<file path="src/rtl/muldiv_sequencer.sv">
// muldiv_sequencer: sequences the shared multi-cycle MULT/DIV units and commits HI/LO
module muldiv_sequencer #(
  parameter int CNT_W   = 6,
  parameter int TIMEOUT = 40
) (
  input  logic             clk,
  input  logic             reset_in,
  input  logic             op_valid,
  input  logic             op_kind,
  input  logic             divisor_zero,
  input  logic             abort,
  input  logic             mult_done,
  input  logic             div_done,
  output logic             mult_start,
  output logic             div_start,
  output logic             busy,
  output logic             hi_write,
  output logic             lo_write,
  output logic             mux_high,
  output logic             mux_low,
  output logic             op_done,
  output logic             div_zero_exc,
  output logic             timeout_exc,
  output logic [2:0]       current_state,
  output logic [CNT_W-1:0] counter
);
  typedef enum logic [2:0] {
    IDLE    = 3'd0,
    M_START = 3'd1,
    M_WAIT  = 3'd2,
    D_START = 3'd3,
    D_WAIT  = 3'd4,
    WB      = 3'd5,
    DZ      = 3'd6,
    TO      = 3'd7
  } state_t;
  localparam logic [CNT_W-1:0] LP_LAST = CNT_W'(TIMEOUT - 1);
  state_t           r_state, w_next;
  logic [CNT_W-1:0] r_counter, w_counter_next;
  logic             r_sel, w_sel_next;
  // state, wait counter and result-source select registers
  always_ff @(posedge clk or posedge reset_in) begin
    if (reset_in) begin
      r_state   <= IDLE;
      r_counter <= '0;
      r_sel     <= 1'b0;
    end else begin
      r_state   <= w_next;
      r_counter <= w_counter_next;
      r_sel     <= w_sel_next;
    end
  end
  // next-state logic; abort overrides everything, done beats timeout
  always_comb begin
    w_next         = r_state;
    w_counter_next = r_counter;
    w_sel_next     = r_sel;
    if (abort) begin
      w_next         = IDLE;
      w_counter_next = '0;
    end else begin
      case (r_state)
        IDLE: begin
          if (op_valid && !op_kind) begin
            w_next     = M_START;
            w_sel_next = 1'b0;
          end else if (op_valid && divisor_zero) begin
            w_next = DZ;
          end else if (op_valid) begin
            w_next     = D_START;
            w_sel_next = 1'b1;
          end
        end
        M_START: begin
          w_next         = M_WAIT;
          w_counter_next = '0;
        end
        D_START: begin
          w_next         = D_WAIT;
          w_counter_next = '0;
        end
        M_WAIT: begin
          w_next         = mult_done ? WB : (r_counter == LP_LAST) ? TO : M_WAIT;
          w_counter_next = (mult_done || r_counter == LP_LAST) ? r_counter : r_counter + CNT_W'(1);
        end
        D_WAIT: begin
          w_next         = div_done ? WB : (r_counter == LP_LAST) ? TO : D_WAIT;
          w_counter_next = (div_done || r_counter == LP_LAST) ? r_counter : r_counter + CNT_W'(1);
        end
        default: w_next = IDLE;
      endcase
    end
  end
  assign mult_start    = (r_state == M_START);
  assign div_start     = (r_state == D_START);
  assign busy          = (r_state != IDLE);
  assign hi_write      = (r_state == WB);
  assign lo_write      = (r_state == WB);
  assign op_done       = (r_state == WB);
  assign div_zero_exc  = (r_state == DZ);
  assign timeout_exc   = (r_state == TO);
  assign mux_high      = r_sel;
  assign mux_low       = r_sel;
  assign current_state = r_state;
  assign counter       = r_counter;
endmodule
</file>
<file path="config.mk">
export PLATFORM = sky130hd
export DESIGN_NAME = muldiv_sequencer
export DESIGN_NICKNAME = d
export VERILOG_FILES = /design/src/rtl/muldiv_sequencer.sv
export SDC_FILE = /design/constraint.sdc
export NUM_CORES = 1
export LEC_CHECK = 0
export ABC_CLOCK_PERIOD_IN_PS = 1500
export BUFFER_PORTS_ARGS = -buffer_cell sky130_fd_sc_hd__buf_2
export CORE_MARGIN = 2
export CORE_UTILIZATION = 51
export CTS_BUF_LIST = sky130_fd_sc_hd__clkbuf_4
export CTS_CLUSTER_DIAMETER = 30
export DETAILED_ROUTE_END_ITERATION = 10
export GPL_TIMING_DRIVEN = 0
export PLACE_DENSITY = 0.81
export SLEW_MARGIN = 20
export SYNTH_ARGS = -nofsm -noshare
export SYNTH_HDL_FRONTEND = slang
export SYNTH_SLANG_ARGS = --single-unit
</file>
<file path="constraint.sdc">
create_clock -name clk -period 1.5 [get_ports clk]
set_input_delay 0.075 -clock clk [delete_from_list [all_inputs] [get_ports clk]]
set_output_delay 0.075 -clock clk [all_outputs]
set_load 0.01 [all_outputs]
</file>
[Word-level counts from Yosys, hierarchy flattened]
Cells that the tools add are included.
Cells by class
  multiplexer cells: 16
  bitwise operators: 1
  reduce and logical (&&, ||, !) cells: 12
  $add $sub $neg: 1
  equal/unequal tests: 12
Operators with widths (count)
  two-way mux 3 bit: 6
  two-way mux 6 bit: 3
  case mux 6 bit (3 select lines): 1
  case mux 3 bit (5 select lines): 1
  == test 3 bit (second input constant): 4
  adder 6 x 1 -> 6 bit (second input constant): 1
  == test 3 x 2 -> 1 bit (second input constant): 2
  == test 6 bit (second input constant): 1
  inequality test 3 bit (second input constant): 2
  inequality test 5 bit (second input constant): 1
  two-way mux 2 bit: 2
  AND reduction 4 bit: 1
  nonzero test 4 bit: 1
  == test 3 x 1 -> 1 bit (second input constant): 1
  zero test 3 bit: 1
  two-way mux 1 bit: 3
  AND reduction 3 bit: 1
  nonzero test 3 bit: 1
  logical AND 1 bit: 2
  logical OR 1 bit: 2
  inequality test 2 bit (second input constant): 1
  nonzero test 2 bit: 1
  OR reduction 2 bit: 1
  zero test 1 bit: 1
  NOT 1 bit: 1
Storage, ports and cells
  output and inout port bits: 19
  logic and storage cells: 45
  bits in registers: 10

[Longest topological paths before layout]
  word-level depth: 5
  mapped depth: 6
  mapped depth without buffers: 5

[Worst setup path before layout]
Ideal clock, no wire load.
  path kind: flip-flop to flip-flop
  start: register r_state[0], in the netlist current_state[0]
  end: register r_counter[1], in the netlist counter[1]
  library setup time: 120 ps
  required time: 1380 ps
  path slack: 41 ps
  clock period less this slack: 1459 ps
  cell stages (with the launch flop): 5
  arrival time: 1339 ps
  path through: dfrtp_1 -> nor4b_2 -> o22ai_2 -> and4b_1 -> a31o_1
Between the ends
  cells in the longest elaborated chain, start to end: 4
Ends and longest elaborated chain
  start, declared: line 38  | state_t r_state, w_next;
  start signal, assigned: line 48  | r_state <= w_next;
  == test 3 x 1 -> 1 bit or == test 3 x 2 -> 1 bit (tied branches): line 62  | case (r_state)
  OR reduction 2 bit (no line)
  case mux 6 bit (3 select lines) or nonzero test 4 bit (tied branches)
  two-way mux 6 bit or AND reduction 3 bit (tied branches)
  end signal, assigned: line 49  | r_counter <= w_counter_next;
  end, declared: line 39  | logic [CNT_W-1:0] r_counter, w_counter_next;
Parallel ways exist; a longest one is shown, timed or not.
A chain may end at the register's enable or synchronous reset.

[Worst setup path after layout]
  start: register r_counter[0], in the netlist counter[0]
  end: register r_counter[2], in the netlist counter[2]
Between the ends
  cells in the longest elaborated chain, start to end: 4
Ends and longest elaborated chain
  adder 6 x 1 -> 6 bit or == test 6 bit (tied branches): line 84, 88
  two-way mux 6 bit (tied with other cells): line 88  | w_counter_next = (div_done || r_counter == LP_LAST) ? r_counter : r_counter + CNT_W'(1);
  case mux 6 bit (3 select lines) or inequality test 3 bit (tied branches)
  two-way mux 6 bit or AND reduction 3 bit (tied branches)
Parallel ways exist; a longest one is shown, timed or not. The select of a mux whose other input is x is not followed.

==> reports/summary.txt <==
Crit Reg-Reg Endpoint = counter[2]
first-pass GRT wire length = 3063 um
Sink Count = 10
final antenna diode count = 0
antenna violations before repair = 0
Die ar. = 1838 um^2
Cells after Synth = 95
R2R Setup Slk = -0.09 ns
Max Cap Viol = 0
Worst Hold Class = in2reg
grt total ovfl = 0
hold slack = 0.06468 ns
cells on worst reg2reg path = 6
I/O Pins = 27
failing checks = negative setup slack
Worst Setup End Kind = flop
WL final = 2331 um
measured slew at the worst slew-check pin = 0.4431 ns
RePlAce Congestion = 0.8217
Critical Path AT = 1.80 ns
relative slew slack = 70.46%
most frequent cells after synthesis = 11 x nor2_1, 10 x dfrtp_1, 8 x nand2_1, 8 x nand3_1
crit path kind = reg2reg
asr flop ratio synth = 100.0%
largest net degree at the start of global routing = 11
Filler cells = 99
Port Buffers = 25
Syn. warnings = 0
Syn Nets = 104
VDD IR-drop max = 0.8147 mV
CP max FO = 5
register area share after synthesis = 32.47%
min cycle time layout = 1.590 ns
Core Footprint = 1454 um^2
Post-Place Setup Slack = -0.06119 ns
Setup Skew = 0.002673 ns
Most used DFF post-synth = dfrtp_1
syn_area_per_cell = 8.113 um^2
FP Rows = 14
first-pass iteration count of the detailed router = 4
final hold viol count = 0
die width = 42.88 um
Total GRT Usage = 22.52%
DRT iter0 DRCs = 52
clk_lat worst skew = 0.28 ns
Worst-path clk slew = 0.07 ns
Cell Area, Synth = 770.7 um^2
worst setup path start = counter[0]
CP required = 1.71 ns
Die Ht = 42.88 um
max-slew violation total from the final report = 0
FF+latch count, synth = 10
PwrDens = 1034 nW/um^2
unrepaired setup endpoints after global routing = yes
CTS tree = done
Routed Antenna Nets = 0
wire per inst = 15.24 um
Synth top area share = 32.47%
startpoint types = flop
Area contributors post-synth = dfrtp_1 32%, nor2_1 5.4%, nand3_1 5.2%, nand4_1 4.1%, buf_4 3.9%
setup_tns = -0.3116 ns
cell taking the most area after synthesis = dfrtp_1
total chip power = 1168 uW
status = complete, but fails checks
CTS buffer count = 3
Area Growth Syn to Fin = 46.59%
cell with the most instances after synthesis = nor2_1
Final WS setup = -0.09027 ns
Yosys cell types = 39
H-Tree Depth = 1
placed insts = 136
Critical Path End = counter[2]
layout cell share with drive strength beyond 1 = 45.26%
HPWL Detailed = 1362 um
Final Cycle Share = 106.0%
final net count = 147
Longest Clk Path Bufs = 2
R2R Path Start = counter[0]
DRC = 0
final setup fails = 6
Post-synth EDFFs = 0
mean number of vias per cell = 6.039
number of global-route vias before repair = 681
fmax = 628.8 MHz
CTS root buffer = clkbuf_4
leakage power = 0.0005530 uW
Vias = 924
Initial Utilization = 53.01%
Layout Cells excl Fill = 153
[worst max-delay path, stage by stage (launching register included)]
cell and delay, ns:
dfrtp_1 0.41, ha_4 0.18, nand4b_1 0.24, o22ai_4 0.32, buf_4 0.17, a21oi_1 0.06, mux2i_1 0.14
[how the worst min path moves through the flow]
stage | start | endpoint | slack [ns] | cells after the start
floorplan | reset_in | counter[0] | -0.08 | 1
global route | op_kind | mux_high | 0.08 | 2
detailed placement | reset_in | counter[1] | 0.08 | 2
global placement | reset_in | counter[1] | 0.07 | 2
finish | op_kind | mux_high | 0.06 | 2
CTS | op_kind | mux_high | 0.07 | 2
[layout make-up]
type	instances	area (um^2)	share of cell area, %
sequential	10	254.0	22.48
timing repair buffer	39	234.0	20.71
inverter	2	7.507	0.6645
clock buffer	3	22.52	1.993
multi-input combinational	74	524.3	46.40
buffer	8	63.81	5.648
tap	16	20.02	1.772
clock inverter	1	3.754	0.3322
[flip-flops by register name (all words and copies together), names as in the netlist]
register	count
counter	6
current_state	3
mux_high	1
[what timing repair did]
action                     in CTS  in global routing
hold buffers                    1                  0
setup endpoints to repair       7                 13
setup buffers                   3                 10
resized for setup              12                 15
pin swaps                       1                  3
cloned                          0                  0
hold endpoints to repair       10                  0
[metrics by stage]
step                      util [%]  cell area, um^2
after floorplan                  -            770.7
after global placement       62.99            915.9
after detailed placement     62.99            915.9
after CTS                    69.62             1012
after global routing         77.71             1130
final                        77.71             1130
[cell usage in the layout, fill, tap and decap left out, types with 2 or more instances in the layout]
| cell type | n |
|---|---|
| a21oi_1 | 4 |
| and3_1 | 3 |
| buf_2 | 25 |
| buf_4 | 14 |
| buf_6 | 2 |
| clkbuf_1 | 2 |
| clkbuf_4 | 4 |
| dfrtp_1 | 7 |
| dfrtp_2 | 3 |
| inv_1 | 2 |
| mux2i_1 | 2 |
| nand2_1 | 8 |
| nand3_1 | 8 |
| nand4_1 | 5 |
| nor2_1 | 8 |
| nor2_2 | 3 |
| nor2b_1 | 2 |
| nor4_1 | 2 |
| o21ai_0 | 3 |
[power breakdown]
group	internal [uW]	switching, uW	leakage (uW)
Sequential	309	49.1	0.000131
Combinational	293	309	0.000407
Clock	96.8	111	0.0000154
Total	699	469	0.000553
[layer usage]
layer / track usage [%] / part of all wire, % / wire length [um] / vias to the layer above
met5: 0 / 0 / 0 / -
met4: 12.50 / 1.8 / 41 / 0
met3: 3.830 / 5.0 / 116 / 5
met2: 32.42 / 48 / 1127 / 33
met1: 31.64 / 45 / 1046 / 458
li1: - / - / - / 428
[cell families (layout without fill, tap and decap cells)]
family	after synthesis	after routing	share of synthesized area, %
AND/OR/NAND/NOR	52	52	38.96
multiplexers	2	2	2.598
AO/OA/AOI/OAI	18	18	15.75
adder cells (fa/ha/maj)	1	1	1.623
XOR/XNOR	1	1	1.137
flip-flops	10	10	32.47
buffers and inverters	11	53	7.467
(Power assumes the default switching activity.)
